`config.mk`:
```
export PLATFORM = sky130hd
export DESIGN_NAME = lsu_mem_ctrl_flat
export DESIGN_NICKNAME = d
export VERILOG_FILES = /design/src/rtl/lsu_pkg.sv /design/src/rtl/lsu_mem_ctrl_if.sv /design/src/rtl/lsu_align.sv /design/src/rtl/lsu_mem_ctrl.sv /design/src/flat_wrapper.sv
export SDC_FILE = /design/constraint.sdc
export NUM_CORES = 1
export LEC_CHECK = 0
export BUFFER_PORTS_ARGS = -buffer_cell sky130_fd_sc_hd__buf_2
export CORE_ASPECT_RATIO = 1.1
export CORE_UTILIZATION = 35
export DETAILED_ROUTE_END_ITERATION = 16
export HOLD_SLACK_MARGIN = 0.1
export PLACE_DENSITY = 0.63
export SYNTH_ARGS = -nofsm -noshare
export SYNTH_HDL_FRONTEND = slang
export SYNTH_SLANG_ARGS = --single-unit
```
`constraint.sdc`:
```
create_clock -name clk -period 3.7 [get_ports clk]
set_clock_uncertainty 0.2 [all_clocks]
set_input_delay 0.74 -clock clk [delete_from_list [all_inputs] [get_ports clk]]
set_output_delay 0.74 -clock clk [all_outputs]
set_load 0.05 [all_outputs]
```
`src/rtl/lsu_pkg.sv`:
```
// Shared load/store encodings, FSM states, the memory command payload and
// the access-size / misalignment helpers used by the LSU and the control unit.
package lsu_pkg;

    localparam int unsigned XLEN  = 32;
    localparam int unsigned BE_W  = 4;
    localparam int unsigned TMO_W = 8;

    typedef enum logic [2:0] {
        LD_LB  = 3'b000,
        LD_LH  = 3'b001,
        LD_LW  = 3'b010,
        LD_LBU = 3'b011,
        LD_LHU = 3'b100
    } load_type_e;

    typedef enum logic [1:0] {
        ST_SB = 2'b00,
        ST_SH = 2'b01,
        ST_SW = 2'b10
    } store_type_e;

    typedef enum logic [1:0] {
        SZ_BYTE = 2'b00,
        SZ_HALF = 2'b01,
        SZ_WORD = 2'b10
    } size_e;

    typedef enum logic [1:0] {
        IDLE = 2'b00,
        REQ  = 2'b01,
        WAIT = 2'b10,
        DONE = 2'b11
    } state_e;

    typedef struct packed {
        logic            we;
        logic [BE_W-1:0] be;
        logic [XLEN-1:0] addr;
        logic [XLEN-1:0] wdata;
    } dmem_cmd_t;

    // Unknown load codes behave as LW, store code 11 behaves as SW.
    function automatic size_e access_size(input logic       is_store,
                                          input logic [1:0] st_type,
                                          input logic [2:0] ld_type);
        size_e sz;
        sz = SZ_WORD;
        if (is_store) begin
            case (st_type)
                ST_SB:   sz = SZ_BYTE;
                ST_SH:   sz = SZ_HALF;
                default: sz = SZ_WORD;
            endcase
        end else begin
            case (ld_type)
                LD_LB, LD_LBU: sz = SZ_BYTE;
                LD_LH, LD_LHU: sz = SZ_HALF;
                default:       sz = SZ_WORD;
            endcase
        end
        return sz;
    endfunction

    function automatic logic is_misaligned(input size_e sz, input logic [1:0] addr_lo);
        logic mis;
        mis = 1'b0;
        case (sz)
            SZ_HALF: mis = addr_lo[0];
            SZ_WORD: mis = (addr_lo != 2'b00);
            default: mis = 1'b0;
        endcase
        return mis;
    endfunction

endpackage

```
`src/rtl/lsu_mem_ctrl_if.sv`:
```
// Data-memory req/gnt/rvalid port; the LSU is the master, the memory the slave.
interface lsu_mem_ctrl_if;
    import lsu_pkg::*;

    logic            dmem_req;
    logic            dmem_we;
    logic [BE_W-1:0] dmem_be;
    logic [XLEN-1:0] dmem_addr;
    logic [XLEN-1:0] dmem_wdata;
    logic            dmem_gnt;
    logic            dmem_rvalid;
    logic [XLEN-1:0] dmem_rdata;

    modport master (
        output dmem_req, dmem_we, dmem_be, dmem_addr, dmem_wdata,
        input  dmem_gnt, dmem_rvalid, dmem_rdata
    );

    modport slave (
        input  dmem_req, dmem_we, dmem_be, dmem_addr, dmem_wdata,
        output dmem_gnt, dmem_rvalid, dmem_rdata
    );

endinterface

```
`src/rtl/lsu_align.sv`:
```
// Combinational lane handling: byte enables and store replication on the way
// out, lane extraction and sign/zero extension on the way back.
module lsu_align
    import lsu_pkg::*;
(
    input  size_e           st_size,
    input  logic [1:0]      st_addr_lo,
    input  logic [XLEN-1:0] st_data,
    input  logic [2:0]      ld_type,
    input  logic [1:0]      ld_addr_lo,
    input  logic [XLEN-1:0] ld_raw,
    output logic [BE_W-1:0] be_c,
    output logic [XLEN-1:0] st_data_c,
    output logic [XLEN-1:0] ld_data_c
);

    logic [XLEN-1:0] lane_c;

    // Byte enables follow the access size; narrow stores drive every lane.
    always_comb begin
        be_c      = 4'b1111;
        st_data_c = st_data;
        case (st_size)
            SZ_BYTE: begin
                be_c      = 4'b0001 << st_addr_lo;
                st_data_c = {4{st_data[7:0]}};
            end
            SZ_HALF: begin
                be_c      = 4'b0011 << {st_addr_lo[1], 1'b0};
                st_data_c = {2{st_data[15:0]}};
            end
            default: ;
        endcase
    end

    // Word-aligned LW has a zero shift, so the lane is the raw word.
    always_comb begin
        lane_c    = ld_raw >> {ld_addr_lo, 3'b000};
        ld_data_c = lane_c;
        case (ld_type)
            LD_LB:   ld_data_c = {{24{lane_c[7]}},  lane_c[7:0]};
            LD_LH:   ld_data_c = {{16{lane_c[15]}}, lane_c[15:0]};
            LD_LBU:  ld_data_c = {24'h0, lane_c[7:0]};
            LD_LHU:  ld_data_c = {16'h0, lane_c[15:0]};
            default: ld_data_c = lane_c;
        endcase
    end

endmodule

```
`src/rtl/lsu_mem_ctrl.sv`:
```
// MEM-stage load/store sequencer: issues one data-memory access per decoded
// operation, stalls the pipeline until it completes, times out stuck accesses.
module lsu_mem_ctrl
    import lsu_pkg::*;
#(
    parameter int unsigned TIMEOUT_CYC = 255
) (
    input  logic            clk,
    input  logic            rst_n,
    input  logic            ex_valid,
    input  logic            mem_write,
    input  logic            memtoreg,
    input  logic [2:0]      mem_load_type,
    input  logic [1:0]      mem_store_type,
    input  logic [XLEN-1:0] addr,
    input  logic [XLEN-1:0] wdata,
    output logic            lsu_stall,
    output logic            lsu_done,
    output logic [XLEN-1:0] rdata_out,
    output logic            misalign,
    output logic            timeout_err,
    lsu_mem_ctrl_if.master  dmem
);

    localparam logic [TMO_W-1:0] TMO_LAST = TMO_W'(TIMEOUT_CYC - 1);

    state_e          state_q;
    state_e          state_d;
    dmem_cmd_t       cmd_q;
    logic [2:0]      ld_type_q;
    logic [1:0]      addr_lo_q;
    logic [TMO_W-1:0] tmo_cnt_q;
    logic [XLEN-1:0] rdata_q;
    logic            tmo_q;

    logic            start_c;
    logic            start_ok_c;
    logic            mis_c;
    logic            tmo_hit_c;
    logic            tmo_set_c;
    size_e           size_c;
    logic [BE_W-1:0] be_c;
    logic [XLEN-1:0] st_data_c;
    logic [XLEN-1:0] ld_data_c;

    assign start_c   = ex_valid & (mem_write | memtoreg);
    assign size_c    = access_size(mem_write, mem_store_type, mem_load_type);
    assign mis_c     = is_misaligned(size_c, addr[1:0]);
    assign tmo_hit_c = (tmo_cnt_q == TMO_LAST);

    lsu_align u_align (
        .st_size    (size_c),
        .st_addr_lo (addr[1:0]),
        .st_data    (wdata),
        .ld_type    (ld_type_q),
        .ld_addr_lo (addr_lo_q),
        .ld_raw     (dmem.dmem_rdata),
        .be_c       (be_c),
        .st_data_c  (st_data_c),
        .ld_data_c  (ld_data_c)
    );

    always_ff @(posedge clk) begin
        if (!rst_n) begin
            state_q <= IDLE;
        end else begin
            state_q <= state_d;
        end
    end

    // Next state plus the stall/done/misalign strobes decoded from state.
    always_comb begin
        state_d    = state_q;
        lsu_stall  = 1'b0;
        lsu_done   = 1'b0;
        misalign   = 1'b0;
        start_ok_c = 1'b0;
        tmo_set_c  = 1'b0;
        case (state_q)
            IDLE: begin
                if (start_c) begin
                    if (mis_c) begin
                        misalign = 1'b1;
                        lsu_done = 1'b1;
                    end else begin
                        lsu_stall  = 1'b1;
                        start_ok_c = 1'b1;
                        state_d    = REQ;
                    end
                end
            end
            REQ: begin
                lsu_stall = 1'b1;
                if (dmem.dmem_gnt) begin
                    state_d = cmd_q.we ? DONE : WAIT;
                end else if (tmo_hit_c) begin
                    state_d   = DONE;
                    tmo_set_c = 1'b1;
                end
            end
            WAIT: begin
                lsu_stall = 1'b1;
                if (dmem.dmem_rvalid) begin
                    state_d = DONE;
                end else if (tmo_hit_c) begin
                    state_d   = DONE;
                    tmo_set_c = 1'b1;
                end
            end
            DONE: begin
                lsu_done = 1'b1;
                state_d  = IDLE;
            end
            default: state_d = IDLE;
        endcase
    end

    // Command capture, timeout counter and load-result register.
    always_ff @(posedge clk) begin
        if (!rst_n) begin
            cmd_q     <= '0;
            ld_type_q <= '0;
            addr_lo_q <= '0;
            tmo_cnt_q <= '0;
            rdata_q   <= '0;
            tmo_q     <= 1'b0;
        end else begin
            tmo_q <= tmo_set_c;

            if (start_ok_c) begin
                cmd_q.we    <= mem_write;
                cmd_q.be    <= be_c;
                cmd_q.addr  <= {addr[XLEN-1:2], 2'b00};
                cmd_q.wdata <= mem_write ? st_data_c : '0;
                ld_type_q   <= mem_load_type;
                addr_lo_q   <= addr[1:0];
            end

            if ((state_q == REQ || state_q == WAIT) && (state_d == REQ || state_d == WAIT)) begin
                tmo_cnt_q <= tmo_cnt_q + TMO_W'(1);
            end else begin
                tmo_cnt_q <= '0;
            end

            // Cleared when DONE retires so it reads zero outside a load completion.
            if (state_q == WAIT && dmem.dmem_rvalid) begin
                rdata_q <= ld_data_c;
            end else if (state_q == DONE) begin
                rdata_q <= '0;
            end
        end
    end

    assign rdata_out       = rdata_q;
    assign timeout_err     = tmo_q;
    assign dmem.dmem_req   = (state_q == REQ);
    assign dmem.dmem_we    = cmd_q.we;
    assign dmem.dmem_be    = cmd_q.be;
    assign dmem.dmem_addr  = cmd_q.addr;
    assign dmem.dmem_wdata = cmd_q.wdata;

endmodule

```
`src/flat_wrapper.sv`:
```
// flat-port wrapper written by rule: the top's interface ports become plain ports
module lsu_mem_ctrl_flat import lsu_pkg::*;
#(
    parameter int unsigned TIMEOUT_CYC = 255
)
  (clk, rst_n, ex_valid, mem_write, memtoreg, mem_load_type, mem_store_type, addr, wdata, lsu_stall, lsu_done, rdata_out, misalign, timeout_err, dmem_dmem_req, dmem_dmem_we, dmem_dmem_be, dmem_dmem_addr, dmem_dmem_wdata, dmem_dmem_gnt, dmem_dmem_rvalid, dmem_dmem_rdata);
  lsu_mem_ctrl_if dmem_i ();
  input  logic clk;
  input  logic rst_n;
  input  logic ex_valid;
  input  logic mem_write;
  input  logic memtoreg;
  input  logic [2:0] mem_load_type;
  input  logic [1:0] mem_store_type;
  input  logic [XLEN-1:0] addr;
  input  logic [XLEN-1:0] wdata;
  output logic lsu_stall;
  output logic lsu_done;
  output logic [XLEN-1:0] rdata_out;
  output logic misalign;
  output logic timeout_err;
  output wire logic [$bits(dmem_i.dmem_req)-1:0] dmem_dmem_req;
  output wire logic [$bits(dmem_i.dmem_we)-1:0] dmem_dmem_we;
  output wire logic [$bits(dmem_i.dmem_be)-1:0] dmem_dmem_be;
  output wire logic [$bits(dmem_i.dmem_addr)-1:0] dmem_dmem_addr;
  output wire logic [$bits(dmem_i.dmem_wdata)-1:0] dmem_dmem_wdata;
  input wire logic [$bits(dmem_i.dmem_gnt)-1:0] dmem_dmem_gnt;
  input wire logic [$bits(dmem_i.dmem_rvalid)-1:0] dmem_dmem_rvalid;
  input wire logic [$bits(dmem_i.dmem_rdata)-1:0] dmem_dmem_rdata;
  assign dmem_dmem_req = dmem_i.dmem_req;
  assign dmem_dmem_we = dmem_i.dmem_we;
  assign dmem_dmem_be = dmem_i.dmem_be;
  assign dmem_dmem_addr = dmem_i.dmem_addr;
  assign dmem_dmem_wdata = dmem_i.dmem_wdata;
  assign dmem_i.dmem_gnt = dmem_dmem_gnt;
  assign dmem_i.dmem_rvalid = dmem_dmem_rvalid;
  assign dmem_i.dmem_rdata = dmem_dmem_rdata;
  lsu_mem_ctrl #(.TIMEOUT_CYC(TIMEOUT_CYC)) u_core (.clk(clk), .rst_n(rst_n), .ex_valid(ex_valid), .mem_write(mem_write), .memtoreg(memtoreg), .mem_load_type(mem_load_type), .mem_store_type(mem_store_type), .addr(addr), .wdata(wdata), .lsu_stall(lsu_stall), .lsu_done(lsu_done), .rdata_out(rdata_out), .misalign(misalign), .timeout_err(timeout_err), .dmem(dmem_i));
endmodule
```
# ---- Word-level counts from Yosys, hierarchy flattened
# Cells that the tools add are included.
dict set report op_classes {
  n_shift 3
  eq_ne 15
  n_addsub 1
  bitwise 2
  reduce_logical 15
  muxes 29
}
# op n
set ops {}
lappend ops {{$pmux W32 S4} 1}
lappend ops {{$mux W32} 3}
lappend ops {{$pmux W32 S2} 1}
lappend ops {{$shr A32 B5 Y32} 1}
lappend ops {{$mux W2} 6}
lappend ops {{$mux W1} 10}
lappend ops {{$add A8 B1 Y8 const B} 1}
lappend ops {{$eq A2 B1 Y1 const B} 4}
lappend ops {{$eq A2 B2 Y1 const B} 4}
lappend ops {{$eq A8 B8 Y1 const B} 1}
lappend ops {{$pmux W1 S2} 4}
lappend ops {{$pmux W2 S2} 2}
lappend ops {{$pmux W2 S4} 1}
lappend ops {{$pmux W4 S2} 1}
lappend ops {{$eq A3 B1 Y1 const B} 2}
lappend ops {{$eq A3 B2 Y1 const B} 2}
lappend ops {{$eq A3 B3 Y1 const B} 2}
lappend ops {{$logic_not A2 Y1} 3}
lappend ops {{$logic_not A3 Y1} 2}
lappend ops {{$reduce_or A2 Y1} 3}
lappend ops {{$reduce_bool A2 Y1} 2}
lappend ops {{$shl A1 B2 Y4 const A} 1}
lappend ops {{$shl A2 B2 Y4 const A} 1}
lappend ops {{$logic_and A1 B1 Y1} 2}
lappend ops {{4 further kinds} 5}
dict set report totals {
  output_inout_bits 106
  word_cells 75
  ff_bits 115
  in_bits 108
}

# ---- Depth between registers and ports, before layout
# Gate-level depths: netlist of run 1.
dict set report logic_depth {
  ltp_word 13
  depth_mapped 14
  depth_no_buf 10
}

# ---- By module
# Synthesis of run 1 repeated with hierarchy kept, for this count alone.
dict set report unflattened {
  hier_cells 724
  hier_area_um2 6032.0
}
# module cells_per_inst area_each_um2 seq_area_each_um2 n_inst
set modules_own_cells {}
lappend modules_own_cells {lsu_mem_ctrl 551 4817.1 2302.2 1}
lappend modules_own_cells {lsu_align 173 1214.9 0.0 1}

# ---- Worst setup path before layout of run 1
# No wires, ideal clock.
dict set report synth_timing {
  kind {input to output}
  startpoint {in mem_load_type[0]}
  endpoint {out lsu_done}
  n_path_buf 2
  cell_stages 10
  setup_slack_ns -1.298
  arrival_ns 4.058
  path_cell_list {mux2_2 -> o21bai_1 -> buf_2 -> buf_1 -> ha_1 -> or2_4 -> nand2_1 -> a211oi_1 -> nor2_1 -> nor2_1}
}
dict set report synth_between {
  elab_chain_cells 9
  elab_cells_between_ends 14
}
# element line_no
set synth_lines {}
lappend synth_lines {{start: declaration} flat_wrapper.sv:13} ;# input logic [2:0] mem_load_type;
lappend synth_lines {{$eq A3 B1 Y1 (tied with other cells)} lsu_pkg.sv:56} ;# case (ld_type)
lappend synth_lines {{$reduce_or A2 Y1} lsu_pkg.sv:56}
lappend synth_lines {{$pmux W2 S2 *} lsu_pkg.sv:56}
lappend synth_lines {{$mux W2 *} lsu_pkg.sv:49} ;# if (is_store) begin
lappend synth_lines {{$eq A2 B2 Y1 / $eq A2 B1 Y1 (equally long branches)} lsu_pkg.sv:68} ;# case (sz)
lappend synth_lines {{$pmux W1 S2 *} lsu_pkg.sv:68}
lappend synth_lines {{$mux W1 *} lsu_mem_ctrl.sv:82} ;# if (mis_c) begin
lappend synth_lines {{$mux W1 *} lsu_mem_ctrl.sv:81} ;# if (start_c) begin
lappend synth_lines {{$pmux W1 S2 *} lsu_mem_ctrl.sv:79} ;# case (state_q)
lappend synth_lines {{end: declaration} flat_wrapper.sv:18} ;# output logic lsu_done;
# Mark *: on every way between the ends. The rest lies on a longest branch, timed or not.

# ---- Final worst setup path of run 1
dict set report layout_timing {
  startpoint {in mem_load_type[0]}
  endpoint {out lsu_stall}
}
dict set report layout_between {
  elab_chain_cells 9
  elab_cells_between_ends 14
}
# element line_no
set layout_lines {}
lappend layout_lines {{$eq A3 B1 Y1 (tied with other cells)} lsu_pkg.sv:56}
lappend layout_lines {{$reduce_or A2 Y1} lsu_pkg.sv:56}
lappend layout_lines {{$pmux W2 S2 *} lsu_pkg.sv:56}
lappend layout_lines {{$mux W2 *} lsu_pkg.sv:49}
lappend layout_lines {{$eq A2 B2 Y1 / $eq A2 B1 Y1 (equally long branches)} lsu_pkg.sv:68}
lappend layout_lines {{$pmux W1 S2 *} lsu_pkg.sv:68}
lappend layout_lines {{$mux W1 *} lsu_mem_ctrl.sv:82}
lappend layout_lines {{$mux W1 *} lsu_mem_ctrl.sv:81}
lappend layout_lines {{$pmux W1 S2 *} lsu_mem_ctrl.sv:79}
lappend layout_lines {{end: declaration} flat_wrapper.sv:17} ;# output logic lsu_stall;
# Marked as above.

==> reports/qor.txt, run 1 <==
Status: complete, no violations
R2R cell count: 8
Worst slew pin tran: 0.817 ns
Required time of the critical path: 2.76 ns
Cell total after placement: 1014
Number of antenna violations at the first check in global routing: 1
HP Start: u_core.dmem.dmem_addr[9]
Crit path time final: 3.50 ns
Power Density: 548 mW/mm²
Worst Setup SP: mem_load_type[0]
Commonest non-fill, non-tap cell in the layout: buf_2
CTS tree: built
Final Hold Viols: 0
Async SR Flop Fraction: 0%
Antenna-violating nets left: 0
CTS Buf Count: 17
Critical path class: input port to output port
Number of synthesized flops with an enable pin: 0
Fill cells: 1470
Die area: 0.0153 mm²
Yosys Warn Count: 0
FP Rows: 46
Syn Inst Count: 642
Clock latency at the later pin of the worst-skew pair: 0.41 ns
Share of the clock period used by the worst path: 94.6%
Reg area: 0.00230 mm²
Top FF cell, synth: dfxtp_1
CTS Sinks: 115
Top-Level Pins: 214
Worst Path Max Fanout: 4
R2R Path End: u_core.dmem.dmem_be[3]
Slew headroom: 45.6%
Pre-antenna DRT Iters: 5
Vias per std cell: 5.05
Layout cells sized above 1: 32.2%
Gpl congestion: 0.851
Largest net degree at the start of global routing: 72
Final Hold Slack: 0.249 ns
Initial DRC Count: 384
Post-Syn Area per Cell: 8.09 µm²
Worst Hold Depth: 2
Worst path arrival time: 2.56 ns
Nets: 958
Die H: 130 µm
Vias in the first global route: 4849
Cell Count, Final, Fillers Out: 1046
Core Region: 0.0144 mm²
Clk buf depth: 2
Leakage Power: 3.08 nW
GRT Total Usage: 20.4%
Reg2reg start: u_core.state_q[1]
Clock root buffer master: clkbuf_16
Setup violations, final: 0
Max-slew violations: 0
RSZ-0062 raised after global routing: false
Post-CTS Resized: 0
CP endpoint kind: output port
Count of cell types in the netlist: 48
Drt wl/cell: 14.9 µm
Multi-input gate area: 0.00271 mm²
Maximum VDD drop: 0.259 mV
Setup bufs post-CTS: 0
FF-to-FF setup slack: 1.04 ns
CTS Hold Bufs: 0
# DRC: 0
First-pass GRT wire length: 24700 µm
Starting density of the core: 35.9%
Hold Path Class: flop to flop
Die Span X: 118 µm
Vias: 5279
Layout Area Growth over Synthesis: 35.6%
Post-Route WL: 15600 µm
Total of max-cap violations: 0
Most frequent cells in the layout: buf_2, nand2_1, dfxtp_1
PortBufs: 211
Global route total overflow: 0
Fmax achieved: 286 MHz
HPWL after DPL: 10800 µm
Synth Cell Area: 0.00519 mm²
Clock-pin slew on the worst setup and hold paths: 0.05 ns
Worst Hold Path EP: u_core.dmem.dmem_addr[9]
H-tree depth: 4
Post-synthesis sequential area ratio: 44.3%
CP startpoint kind: input port
Seq cells post-synth: 115
==> cell usage after synthesis, types with 4 or more instances <==
cell	n	share of area (%)
nor3_1	12	1.2
a22o_1	8	1.3
mux2i_1	16	3.1
a211oi_1	16	2.3
ha_1	9	2.2
o21a_1	8	1.2
nand3_1	13	1.3
nor2b_1	14	1.7
clkbuf_1	33	2.4
a21oi_1	88	8.5
buf_2	9	0.87
nor3b_1	7	1.0
o21ai_0	51	4.9
a221oi_1	16	2.7
xor2_1	4	0.67
o21bai_1	4	0.58
nor2_1	25	1.8
inv_1	16	1.2
dfxtp_1	115	44
nand2_1	138	10
==> final cells by class <==
class                           count  area share [%]
Antenna cell                        1          0.0356
Timing Repair Buffer              226            16.6
Tap cell                          192            3.41
Inverter                           17           0.907
Clock buffer                       26            7.09
Sequential cell                   115            32.7
Multi-Input combinational cell    464            38.5
Clock inverter                      5           0.711
==> worst max-delay path by stage <==
stage,endpoint,cells past startpoint
2_1_floorplan,lsu_done,10
3_3_place_gp,lsu_stall,10
3_5_place_dp,lsu_stall,10
4_1_cts,lsu_stall,10
5_1_grt,lsu_stall,10
6_report,lsu_stall,10
==> registers in the layout, indices dropped and copies added, names as in the netlist <==
signal,cells
u_core.dmem.dmem_be,4
u_core.rdata_out,32
u_core.dmem.dmem_we,1
u_core.dmem.dmem_wdata,32
u_core.dmem.dmem_addr,30
u_core.tmo_cnt_q,8
u_core.timeout_err,1
u_core.addr_lo_q,2
u_core.ld_type_q,3
u_core.state_q,2
==> through the flow <==
| step | setup TNS (ns) | utilization (%) | total power, mW | cell area, µm² | setup slack [ns] |
|---|---|---|---|---|---|
| 2_1_floorplan | -0.0961 | - | 2.09 | 5290 | -0.0522 |
| 3_3_place_gp | 0 | 44.9 | 2.34 | 6480 | 0.187 |
| 3_5_place_dp | 0 | 44.9 | 2.34 | 6480 | 0.175 |
| 4_1_cts | 0 | 48.7 | 3.89 | 7030 | 0.176 |
| 5_1_grt | 0 | 48.7 | 4.04 | 7040 | 0.0624 |
| 6_report | 0 | 48.7 | 3.86 | 7040 | 0.201 |
==> report_power, final <==
group	switching [mW]	internal, mW	leakage [nW]
Combinational	0.680	0.274	1.87
Sequential	0.0455	1.32	0.934
Clock	0.554	0.986	0.274
Total	1.28	2.58	3.08
==> worst max-delay path, cell delays in order <==
cell      delay (ns)
buf_2           0.12
xnor2_1         0.12
o31ai_1         0.27
inv_1           0.12
ha_2            0.21
or2_4           0.28
a211oi_4        0.28
nor2_4          0.06
nor2_4          0.09
buf_2           0.27
==> kinds of logic after synthesis <==
logic type | after synthesis | synth area share, %
flip-flops | 115 | 44.3
AO/OA/AOI/OAI | 207 | 24.7
multiplexers | 18 | 3.74
XOR/XNOR | 8 | 1.49
adder cells (fa/ha/maj) | 9 | 2.17
other | 1 | 0.0722
buffers and inverters | 64 | 4.99
AND/OR/NAND/NOR | 220 | 18.5
==> per-layer routing <==
metal  wire length, µm  track usage [%]
met5                 0                0
met4               308             8.75
met3               979             6.08
met2              7180             32.8
met1              7110             25.6
No activity file was read; power rests on OpenSTA's default activity.
==> run 2, diff against run 1 <==
--- a/config.mk
+++ b/config.mk
@@ -5,7 +5,7 @@
 export SDC_FILE = /design/constraint.sdc
 export NUM_CORES = 1
 export LEC_CHECK = 0
-export BUFFER_PORTS_ARGS = -buffer_cell sky130_fd_sc_hd__buf_2
+export BUFFER_PORTS_ARGS = -buffer_cell sky130_fd_sc_hd__buf_4
 export CORE_ASPECT_RATIO = 1.1
 export CORE_UTILIZATION = 35
 export DETAILED_ROUTE_END_ITERATION = 16
==> run 2 against run 1 <==
- final cell count is 0.48% lower
- first-iteration DRC count is 16% lower
- maximum frequency is 1.1% lower
- clock power is 6% higher
- total power is 4.7% higher
- via count is 0.23% higher
- die area stayed put
- utilization is 3.9 points higher
- routed wire length is 4.1% higher
- hold slack better by 0.0025 ns
==> reports/qor.txt, run 2 (synthesis results as in run 1) <==
Status: complete, no violations
Starting density of the core: 35.9%
Maximum VDD drop: 0.331 mV
Worst path arrival time: 2.60 ns
Share of the clock period used by the worst path: 95.6%
Layout Area Growth over Synthesis: 46.3%
Post-CTS Resized: 0
Worst slew pin tran: 0.807 ns
Max-slew violations: 0
Final WS setup: 0.163 ns
Critical path class: input port to output port
Clk buf depth: 2
CTS Buf Count: 17
Gpl congestion: 0.858
Crit path time final: 3.54 ns
FP Rows: 46
Number of antenna violations at the first check in global routing: 0
Drt wl/cell: 15.6 µm
Fmax achieved: 283 MHz
R2R cell count: 8
Final Hold Slack: 0.251 ns
CP startpoint kind: input port
Clock latency at the later pin of the worst-skew pair: 0.41 ns
Dpl ws: 0.128 ns
Final Core Density: 52.6%
Pre-antenna DRT Iters: 4
Largest net degree at the start of global routing: 62
Die H: 130 µm
Vias per std cell: 5.08
Required time of the critical path: 2.76 ns
Commonest non-fill, non-tap cell in the layout: buf_4
Nets: 956
Setup bufs post-CTS: 0
Most frequent cells in the layout: buf_4, nand2_1, dfxtp_1
HPWL after DPL: 11800 µm
Global route total overflow: 0
Levels on crit path: 10
Final Hold Viols: 0
Final total power: 4.04 mW
Slowest-stage cell, CP: mux2_4
CTS Sinks: 115
Leakage Power: 3.17 nW
Worst path cell trace: buf_4 > mux2_4 > o21bai_2 > inv_1 > ha_2 > or2_4 > a211oi_4 > nor2_4 > nor2_4 > buf_4
PortBufs: 211
GRT Total Usage: 21.3%
Core Region: 0.0144 mm²
Clock root buffer master: clkbuf_16
Total of max-cap violations: 0
Slew headroom: 45.6%
Clock-pin slew on the worst setup and hold paths: 0.05 ns
H-tree depth: 4
CTS Hold Bufs: 0
Layout cells sized above 1: 32.3%
Crit path largest cell delay: 0.29 ns
Worst Path Max Fanout: 4
Post-Route WL: 16200 µm
Vias: 5291
Vias in the first global route: 5083
# DRC: 0
RSZ-0062 raised after global routing: false
Initial DRC Count: 322
Power Density: 532 mW/mm²
Hold Path Class: flop to flop
Antenna-violating nets left: 0
CP endpoint kind: output port
Antenna Diode Count: 0
Die Span X: 118 µm
Crit path max-delay family: compound AO/OA/AOI/OAI gates
First-pass GRT wire length: 25600 µm
Top-Level Pins: 214
CTS tree: built
Worst Hold Depth: 2
Setup violations, final: 0
Die area: 0.0153 mm²
WP buf/inv: 3
run 2: cell count changes in the layout (fill, tap and decap cells not counted), sizes merged:
cell / delta
clkinv: -4
buf: -2
bufinv: +1
clkinvlp: +1
diode: -1
run 2: metrics by stage:
step	std cells	area [µm²]	TNS, ns
6_report	1041	7590	0
5_1_grt	1041	7590	0
4_1_cts	1041	7590	0
3_5_place_dp	1012	7000	0
3_3_place_gp	1012	7000	0
2_1_floorplan	643	5290	-0.0961
run 2: report_power, final:
part	internal [mW]	total [mW]	switching (mW)
clock network	1.10	1.64	0.539
logic	0.347	1.03	0.680
registers	1.32	1.37	0.0508
total	2.77	4.04	1.27
run 2: layout make-up:
| cell class | instances | area, µm² |
|---|---|---|
| multi-input cells | 464 | 2710 |
| inverters | 17 | 63.8 |
| flip-flops and latches | 115 | 2300 |
| clock inverters | 3 | 67.6 |
| repair buffers | 224 | 1680 |
| well taps | 192 | 240 |
| fillers | 1380 | 6850 |
| clock buffers | 26 | 529 |
run 2: path summary, 6_finish.rpt:
check	to	slack, ns	start
worst max-delay path	lsu_stall	0.16	mem_load_type[0]
worst max register to register	u_core.dmem.dmem_be[1]	1.10	u_core.state_q[0]
worst min register to register	u_core.dmem.dmem_wdata[31]	0.25	u_core.dmem.dmem_wdata[31]
worst min-delay path	u_core.dmem.dmem_wdata[31]	0.25	u_core.dmem.dmem_wdata[31]
run 2: worst min-delay path, cell delays in order, from the launching register on:
cell	delay (ns)
dfxtp_1	0.31
nand2_1	0.05
a21oi_1	0.05
run 2: routing by layer:
metal / routed length (µm) / GRT usage (%)
met3: 1000 / 5.99
met2: 8040 / 36.7
met4: 273 / 8.37
met1: 6890 / 25.3
met5: 0 / 0
